## src/rtl/jpeg_dqt_loader.sv

```systemverilog
// JPEG DQT segment sequencer: parses length + [Pq|Tq] tables and feeds the dequantiser config port.
// Optional 16-bit (Pq=1) table support is built when JPEG_DQT_16BIT_EN is defined.
module jpeg_dqt_loader (
  input  logic       clk_i,
  input  logic       rst_i,
  input  logic       img_start_i,
  input  logic       inport_valid_i,
  input  logic [7:0] inport_data_i,
  output logic       inport_accept_o,
  output logic       cfg_valid_o,
  output logic [7:0] cfg_data_o,
  output logic       cfg_last_o,
  input  logic       cfg_accept_i,
  output logic [3:0] tables_loaded_o,
  output logic       busy_o,
  output logic       done_o,
  output logic       error_o
);

  typedef enum logic [2:0] {
    S_IDLE,
    S_LEN_LO,
    S_TQ,
    S_DATA,
    S_DRAIN,
    S_PAD
`ifdef JPEG_DQT_16BIT_EN
    , S_DATA_HI
`endif
  } state_e;

  state_e      state_q, state_d;
  logic [7:0]  len_hi_q, len_hi_d;
  logic [15:0] rem_q, rem_d;
  logic [5:0]  entry_q, entry_d;
  logic [1:0]  tq_q, tq_d;
  logic        out_valid_q, out_valid_d;
  logic [7:0]  out_data_q, out_data_d;
  logic        out_last_q, out_last_d;
  logic [3:0]  loaded_q, loaded_d;
  logic        error_q, error_d;
  logic        done_q, done_d;
`ifdef JPEG_DQT_16BIT_EN
  logic        pq_q, pq_d;
  logic [7:0]  msb_q, msb_d;
`endif

  logic        can_load;
  logic        emit;
  logic [7:0]  emit_data;
  logic        emit_last;
  logic        set_err;
  logic [3:0]  set_loaded;
  logic [15:0] rem_dec;
  logic [15:0] seg_len;
  logic        hdr_bad;

  assign can_load = !out_valid_q || cfg_accept_i;
  assign rem_dec  = rem_q - 16'd1;
  assign seg_len  = {len_hi_q, inport_data_i};

`ifdef JPEG_DQT_16BIT_EN
  assign hdr_bad = (inport_data_i[3:0] > 4'd3) || (inport_data_i[7:4] > 4'd1);
`else
  assign hdr_bad = (inport_data_i[3:0] > 4'd3) || (inport_data_i[7:4] != 4'd0);
`endif

  always_comb begin
    state_d         = state_q;
    len_hi_d        = len_hi_q;
    rem_d           = rem_q;
    entry_d         = entry_q;
    tq_d            = tq_q;
    done_d          = 1'b0;
    inport_accept_o = 1'b0;
    emit            = 1'b0;
    emit_data       = '0;
    emit_last       = 1'b0;
    set_err         = 1'b0;
    set_loaded      = '0;
`ifdef JPEG_DQT_16BIT_EN
    pq_d            = pq_q;
    msb_d           = msb_q;
`endif

    case (state_q)
      S_IDLE: begin
        inport_accept_o = 1'b1;
        if (inport_valid_i) begin
          len_hi_d = inport_data_i;
          state_d  = S_LEN_LO;
        end
      end
      S_LEN_LO: begin
        inport_accept_o = 1'b1;
        if (inport_valid_i) begin
          if (seg_len < 16'd2) begin
            set_err = 1'b1;
            rem_d   = '0;
            state_d = S_DRAIN;
          end else if (seg_len == 16'd2) begin
            done_d  = 1'b1;
            state_d = S_IDLE;
          end else begin
            rem_d   = seg_len - 16'd2;
            state_d = S_TQ;
          end
        end
      end
      S_TQ: begin
        inport_accept_o = can_load;
        if (inport_valid_i && can_load) begin
          rem_d   = rem_dec;
          tq_d    = inport_data_i[1:0];
          entry_d = '0;
          if (hdr_bad) begin
            set_err = 1'b1;
            state_d = S_DRAIN;
          end else begin
            emit      = 1'b1;
            emit_data = {6'b0, inport_data_i[1:0]};
`ifdef JPEG_DQT_16BIT_EN
            pq_d = inport_data_i[4];
`endif
            if (rem_dec == 16'd0) begin
              set_err = 1'b1;
              state_d = S_PAD;
`ifdef JPEG_DQT_16BIT_EN
            end else if (inport_data_i[4]) begin
              state_d = S_DATA_HI;
`endif
            end else begin
              state_d = S_DATA;
            end
          end
        end
      end
`ifdef JPEG_DQT_16BIT_EN
      S_DATA_HI: begin
        inport_accept_o = can_load;
        if (inport_valid_i && can_load) begin
          msb_d = inport_data_i;
          rem_d = rem_dec;
          if (rem_dec == 16'd0) begin
            set_err = 1'b1;
            state_d = S_PAD;
          end else begin
            state_d = S_DATA;
          end
        end
      end
`endif
      S_DATA: begin
        inport_accept_o = can_load;
        if (inport_valid_i && can_load) begin
          rem_d     = rem_dec;
          emit      = 1'b1;
          emit_last = (entry_q == 6'd63);
`ifdef JPEG_DQT_16BIT_EN
          emit_data = (pq_q && (msb_q != 8'd0)) ? 8'hFF : inport_data_i;
`else
          emit_data = inport_data_i;
`endif
          if (entry_q == 6'd63) begin
            if (rem_dec == 16'd0) begin
              done_d  = 1'b1;
              state_d = S_IDLE;
            end else begin
              state_d = S_TQ;
            end
          end else begin
            entry_d = entry_q + 6'd1;
            if (rem_dec == 16'd0) begin
              set_err = 1'b1;
              state_d = S_PAD;
`ifdef JPEG_DQT_16BIT_EN
            end else if (pq_q) begin
              state_d = S_DATA_HI;
`endif
            end
          end
        end
      end
      S_DRAIN: begin
        // Stop accepting once the count is spent so the next segment's first byte is not swallowed.
        if (rem_q == 16'd0) begin
          done_d  = 1'b1;
          state_d = S_IDLE;
        end else begin
          inport_accept_o = 1'b1;
          if (inport_valid_i) rem_d = rem_dec;
        end
      end
      S_PAD: begin
        if (can_load) begin
          emit      = 1'b1;
          emit_data = 8'h01;
          emit_last = (entry_q == 6'd63);
          if (entry_q == 6'd63) begin
            done_d  = 1'b1;
            state_d = S_IDLE;
          end else begin
            entry_d = entry_q + 6'd1;
          end
        end
      end
      default: state_d = S_IDLE;
    endcase

    out_valid_d = out_valid_q;
    out_data_d  = out_data_q;
    out_last_d  = out_last_q;
    if (emit) begin
      out_valid_d = 1'b1;
      out_data_d  = emit_data;
      out_last_d  = emit_last;
    end else if (cfg_accept_i) begin
      out_valid_d = 1'b0;
    end

    // tq_q cannot advance while a last byte is still pending, so it names that byte's table.
    if (out_valid_q && out_last_q && cfg_accept_i) set_loaded[tq_q] = 1'b1;

    loaded_d = (img_start_i ? 4'b0 : loaded_q) | set_loaded;
    error_d  = (img_start_i ? 1'b0 : error_q) | set_err;
  end

  always_ff @(posedge clk_i) begin
    if (rst_i) begin
      state_q     <= S_IDLE;
      len_hi_q    <= '0;
      rem_q       <= '0;
      entry_q     <= '0;
      tq_q        <= '0;
      out_valid_q <= 1'b0;
      out_data_q  <= '0;
      out_last_q  <= 1'b0;
      loaded_q    <= '0;
      error_q     <= 1'b0;
      done_q      <= 1'b0;
`ifdef JPEG_DQT_16BIT_EN
      pq_q        <= 1'b0;
      msb_q       <= '0;
`endif
    end else begin
      state_q     <= state_d;
      len_hi_q    <= len_hi_d;
      rem_q       <= rem_d;
      entry_q     <= entry_d;
      tq_q        <= tq_d;
      out_valid_q <= out_valid_d;
      out_data_q  <= out_data_d;
      out_last_q  <= out_last_d;
      loaded_q    <= loaded_d;
      error_q     <= error_d;
      done_q      <= done_d;
`ifdef JPEG_DQT_16BIT_EN
      pq_q        <= pq_d;
      msb_q       <= msb_d;
`endif
    end
  end

  assign cfg_valid_o     = out_valid_q;
  assign cfg_data_o      = out_data_q;
  assign cfg_last_o      = out_last_q;
  assign tables_loaded_o = loaded_q;
  assign error_o         = error_q;
  assign done_o          = done_q;
  assign busy_o          = (state_q != S_IDLE) || out_valid_q;

endmodule
```

## config.mk

```make
export PLATFORM = sky130hd
export DESIGN_NAME = jpeg_dqt_loader
export DESIGN_NICKNAME = d
export VERILOG_FILES = /design/src/rtl/jpeg_dqt_loader.sv
export SDC_FILE = /design/constraint.sdc
export NUM_CORES = 1
export LEC_CHECK = 0
export BUFFER_PORTS_ARGS = -buffer_cell sky130_fd_sc_hd__buf_4
export CORE_MARGIN = 8
export CORE_UTILIZATION = 60
export CTS_BUF_LIST = sky130_fd_sc_hd__clkbuf_4 sky130_fd_sc_hd__clkbuf_8
export DETAILED_ROUTE_END_ITERATION = 16
export PLACE_DENSITY = 0.92
export SKIP_LAST_GASP = 1
export SYNTH_ARGS = -nofsm -noshare
export SYNTH_HDL_FRONTEND = slang
export SYNTH_SLANG_ARGS = --single-unit
```

## constraint.sdc

```tcl
create_clock -name clk_i -period 4.85 [get_ports clk_i]
set_clock_uncertainty 0.2 [all_clocks]
set_input_delay 0 -clock clk_i [delete_from_list [all_inputs] [get_ports clk_i]]
set_output_delay 0 -clock clk_i [all_outputs]
set_load 0.1 [all_outputs]
```

Word level (Yosys, flattened, before mapping)
Index checks and enable logic that the tools add are counted.
W data, S select, Z words.
- register bits after elaboration: 51
- latch bits: 0
- bits in writable memories: 0
- bits in read-only memories: 0
- output and inout bits: 18
- word-level logic and storage cells: 128
- memories: 0
- add/sub/neg operators: 3
- multiply operators: 0
- div/mod/pow operators: 0
- order comparisons: 4
- eq/ne operators: 19
- shift-type cells: 0
- mux-type cells: 66
- bitwise operators: 2
- reductions and logical operators: 23
- operators with widths (cell ; count):
    $mux W16 ; 6
    $pmux W16 S3 ; 1
    $mux W3 ; 12
    $logic_not A16 Y1 ; 2
    $mux W1 ; 27
    $mux W6 ; 4
    $pmux W8 S3 ; 1
    $ne A2 B2 Y1 const B ; 9
    $pmux W3 S6 ; 1
    $pmux W6 S3 ; 1
    $eq A16 B2 Y1 const B ; 1
    $lt A16 B2 Y1 const B ; 1
    $sub A16 B1 Y16 const B ; 1
    $sub A16 B2 Y16 const B ; 1
    $pmux W1 S3 ; 3
    $reduce_bool A3 Y1 ; 3
    $mux W2 ; 4
    $mux W4 ; 2
    $mux W8 ; 1
    $reduce_and A8 Y1 ; 1
    $add A6 B1 Y6 const B ; 1
    $eq A3 B2 Y1 const B ; 2
    $eq A3 B3 Y1 const B ; 2
    $eq A6 B6 Y1 const B ; 1
    21 further kinds ; 29

Depth between registers and ports, before layout
- word-level depth: 7
- gate-level depth with buffers: 10
- depth with buffers taken out: 9

Worst setup path before layout
No wires, ideal clock.
- path kind: reg-to-output
- from: register out_valid_q, in the netlist cfg_valid_o
- to: output port inport_accept_o
- data arrival time: 3.283 ns
- data required time: 4.650 ns
- path slack: 1.367 ns
- stages on the path, launching flop included: 4
- path buffers: 0
- cells stage by stage: dfxtp_1 -> nor2b_1 -> and2_1 -> o21ai_0
- longest elaborated chain between the ends: 3
- RTL lines (what ; RTL line ; RTL):
    start: declaration ; 37 ; logic out_valid_q, out_valid_d;
    start signal: assignment ; 251 ; out_valid_q <= out_valid_d;
    $logic_not A1 Y1 ; 58 ; assign can_load = !out_valid_q || cfg_accept_i;
    $logic_or A1 B1 Y1 ; 58 ;
    $pmux W1 S3 ; 86 ; case (state_q)
    end: declaration ; 9 ; output logic inport_accept_o,
No other way between the ends.

Final worst setup path
- from: register rem_q[0]
- to: register error_q, in the netlist error_o
- longest elaborated chain between the ends: 7
- elaborated cells on any way between the ends: 9
- those cells by class: 1 x add/sub; 6 x mux; 1 x bitwise; 1 x reduce/logical
- RTL lines (what ; RTL line ; RTL):
    start: declaration ; 34 ; logic [15:0] rem_q, rem_d;
    start signal: assignment ; 248 ; rem_q <= rem_d;
    $sub A16 B1 Y16 (*) ; 59 ; assign rem_dec = rem_q - 16'd1;
    $logic_not A16 Y1 (*) ; 125, 173 ;
    $mux W1 (*) ; 125, 173 ;
    $mux W1 (on tied branches) ; 164, 116 ;
    $mux W1 (on tied branches) ; 155, 112 ;
    $pmux W1 S3 (*) ; 86 ;
    $or A1 B1 Y1 (*) ; 225 ; error_d = (img_start_i ? 1'b0 : error_q) | set_err;
    end signal: assignment ; 255 ; error_q <= error_d;
    end: declaration ; 41 ; logic error_q, error_d;
Every way passes the cells marked *; elsewhere a longest branch is shown, timed or not.
A chain may end at the register's enable or synchronous reset.

==> flow_metrics.tcl <==
set metrics [dict create \
    crit_start "rem_q[0]" \
    finalCritPeriodShare_pct 61.7 \
    worst_slew_pin_slew_ps 1040 \
    start_kind "flip-flop" \
    cp_slowest_cell "dlygate4sd3_1" \
    max_slew_margin_pct 29.9 \
    final_area_um2 3670 \
    synth_area_leader_cell "dfxtp_1" \
    post-cts-setup-buffers 0 \
    hp-start "cfg_last_o" \
    die_h_um 88.2 \
    synth.distinct_cells 60 \
    crit_top_cell "o21ai_2" \
    clock-sinks 51 \
    fillerInstances 366 \
    path_class "flip-flop to flip-flop" \
    synthMuxAreaShare_pct 2.56 \
    start_util_pct 61.6 \
    critical-path-max-stage-delay_ps 560 \
    reg2reg_from "rem_q[0]" \
    yosysMostFrequentCell "nor2_1" \
    core_region_area_um2 5070 \
    nets 461 \
    synth.net_count 422 \
    synthArstFlopShare_pct 0 \
    antenna_found_initial 0 \
    syn_inst 404 \
    dp_hpwl_um 5880 \
    grt_overflow_total 0 \
    fin_util_pct 72.4 \
    period_needed_ps 2990 \
    cp.arrival_ps 3070 \
    setup_slack_ps 1860 \
    synth_xor_area_share_pct 4.49 \
    run_status "completed" \
    synthTopCellsByCount "62 x nor2_1, 51 x dfxtp_1, 51 x nand2_1" \
    critPathMaxFanout 9 \
    dpl-instance-area_um2 3350 \
    cts_buffer_depth 2 \
    syn_area_per_cell_um2 7.73 \
    grt_start_max_net_pins 49 \
    wl_um 9160 \
    grt_pass1_vias 3134 \
    via_per_inst 6.39 \
    port_buffers 30 \
    drtPass1Iterations 5 \
    drt_iter0_drc 353 \
    p_leak_nw 1.40 \
    num_vias 3287 \
    clk_pin_slew_worst_paths_ps 100 \
    routabilityCongestion 0.956 \
    reg2reg_depth 10 \
    drv_cap 0 \
    finalPower_mw 1.14 \
    rsz0062_at_grt "false" \
    drive_above_1_share_pct 14.0 \
    slew_violations 0 \
    worstPathRequired_ps 4920 \
    synth_fa_ha_area_share_pct 2.00 \
    drt.antenna.violating_nets 0 \
    row_count 26 \
    area_delta_synth_final_pct 17.6 \
    synth_top_family_by_area "simple AND/OR/NAND/NOR gates" \
    synthFlopType "dfxtp_1" \
    synth_top_cell_area_share_pct 32.7 \
    synthTopCellsByArea "dfxtp_1 33%, nor2_1 7.4%, nand2_1 6.1%" \
    wl_per_cell_um 17.8 \
    ys_ff_latch 51 \
    cts_root_buffer "clkbuf_8" \
    htreeDepth 2 \
    cts_tree "yes" \
    dpl_worst_slack_ps 2290 \
    synth_edf_count 0 \
    fmaxAchievable_ghz 0.334 \
    ir_drop_mv 0.191 \
    ys_warn_count 0 \
    grt_use_total_pct 24.8 \
    cp_num_cells 10 \
    crit_buf_inv 2 \
    ys_seq_area_share_pct 32.7 \
    synth_area_um2 3120 \
    dieWidth_um 88.2 \
    cts_buffers 5 \
    synthSimpleGateAreaFrac_pct 31.9 \
    fin_tns_setup_ps 0 \
    holdCritPathClass "flip-flop to flip-flop" \
    worstSkewPairLatency_ps 320 \
    ff2ff_setup_slack_ps 1860 \
    hold_violations 0 \
    antenna_cells 0 \
    route.detailed.drc 0 \
    pin_count 31 \
    grt_pass1_wl_um 15300 \
    finalSetupViolations 0 \
    die_area_um2 7770 \
    synth-compound-area-share_pct 21.7 \
    p_per_area_nw_per_um2 310 \
    end_kind "flip-flop" \
    crit_family "simple AND/OR/NAND/NOR gates" \
    worstPathCellList "inv_1, ha_1, nor3b_4, a21boi_1, a211oi_1, nand3_1, nor4_1, o21ai_2, o21ai_2, dlygate4sd3_1" \
    whs_path_depth 2 \
]
final cells by class:
class	instances	area, um^2	area share (%)
clock buffers	6	76.3	2.08
inverters	10	37.5	1.02
multi-input cells	322	1960	53.4
clock inverters	2	38.8	1.06
flip-flops and latches	51	1020	27.8
repair buffers	53	450	12.3
well taps	70	87.6	2.38
sequential cells by signal (all words and copies together) (netlist names):
register and count:
rem_q 16, state_q 3, error_o 1, len_hi_q 8
entry_q 6, cfg_data_o 8, cfg_valid_o 1, tables_loaded_o 4
done_o 1, cfg_last_o 1, tq_q 2
final timing paths:
path / endpoint
worst max-delay path: error_o
worst min-delay path: cfg_last_o
worst max register to register: error_o
worst min register to register: cfg_last_o
worst register-to-register path: cells and delay by family, from the launching register on:
kind | cells | cell delay [ps]
flops | 1 | 400
simple gates | 3 | 850
fa+ha+maj | 1 | 210
compound gates | 4 | 620
buf+inv | 2 | 680
what timing repair did:
action | CTS | global route
hold endpoints to repair | 45 | 0
gates resized for setup | 0 | 0
hold buffers | 21 | 0
cell families after synthesis:
logic type,Yosys count
buffers and inverters,31
xor gates and xnor gates,16
muxes,8
adders and majority gates,5
AOI/OAI and AO/OA,102
and+or+nand+nor,191
DFF,51
routing by layer:
layer	track usage [%]	vias to the layer above	share of wire (%)
met5	0	-	0
li1	-	1527	-
met1	30.0	1544	40
met3	6.00	38	8.5
met2	40.1	178	48
met4	11.7	0	3.7
cell usage in the layout (no fill, tap or decap), types with 10 or more instances in the layout:
cell type / n
nor3_1: 13
a21oi_1: 30
nand3_1: 11
dlygate4sd3_1: 21
nor2_1: 62
inv_1: 10
nand2_1: 51
buf_4: 32
o21ai_0: 19
dfxtp_1: 51
a22oi_1: 12
through the flow:
stage          hold slack [ps]  cells
2_1_floorplan            -64.0    404
3_3_place_gp              89.5    485
3_5_place_dp               103    485
4_1_cts                    281    514
5_1_grt                    305    514
6_report                   277    514
power breakdown:
part           switching (mW)  total, mW  internal (mW)  leakage [nW]
registers              0.0365      0.475          0.438         0.414
logic                   0.222      0.351          0.129         0.927
clock network           0.153      0.314          0.162        0.0592
Power figures use the tool's default switching activity.
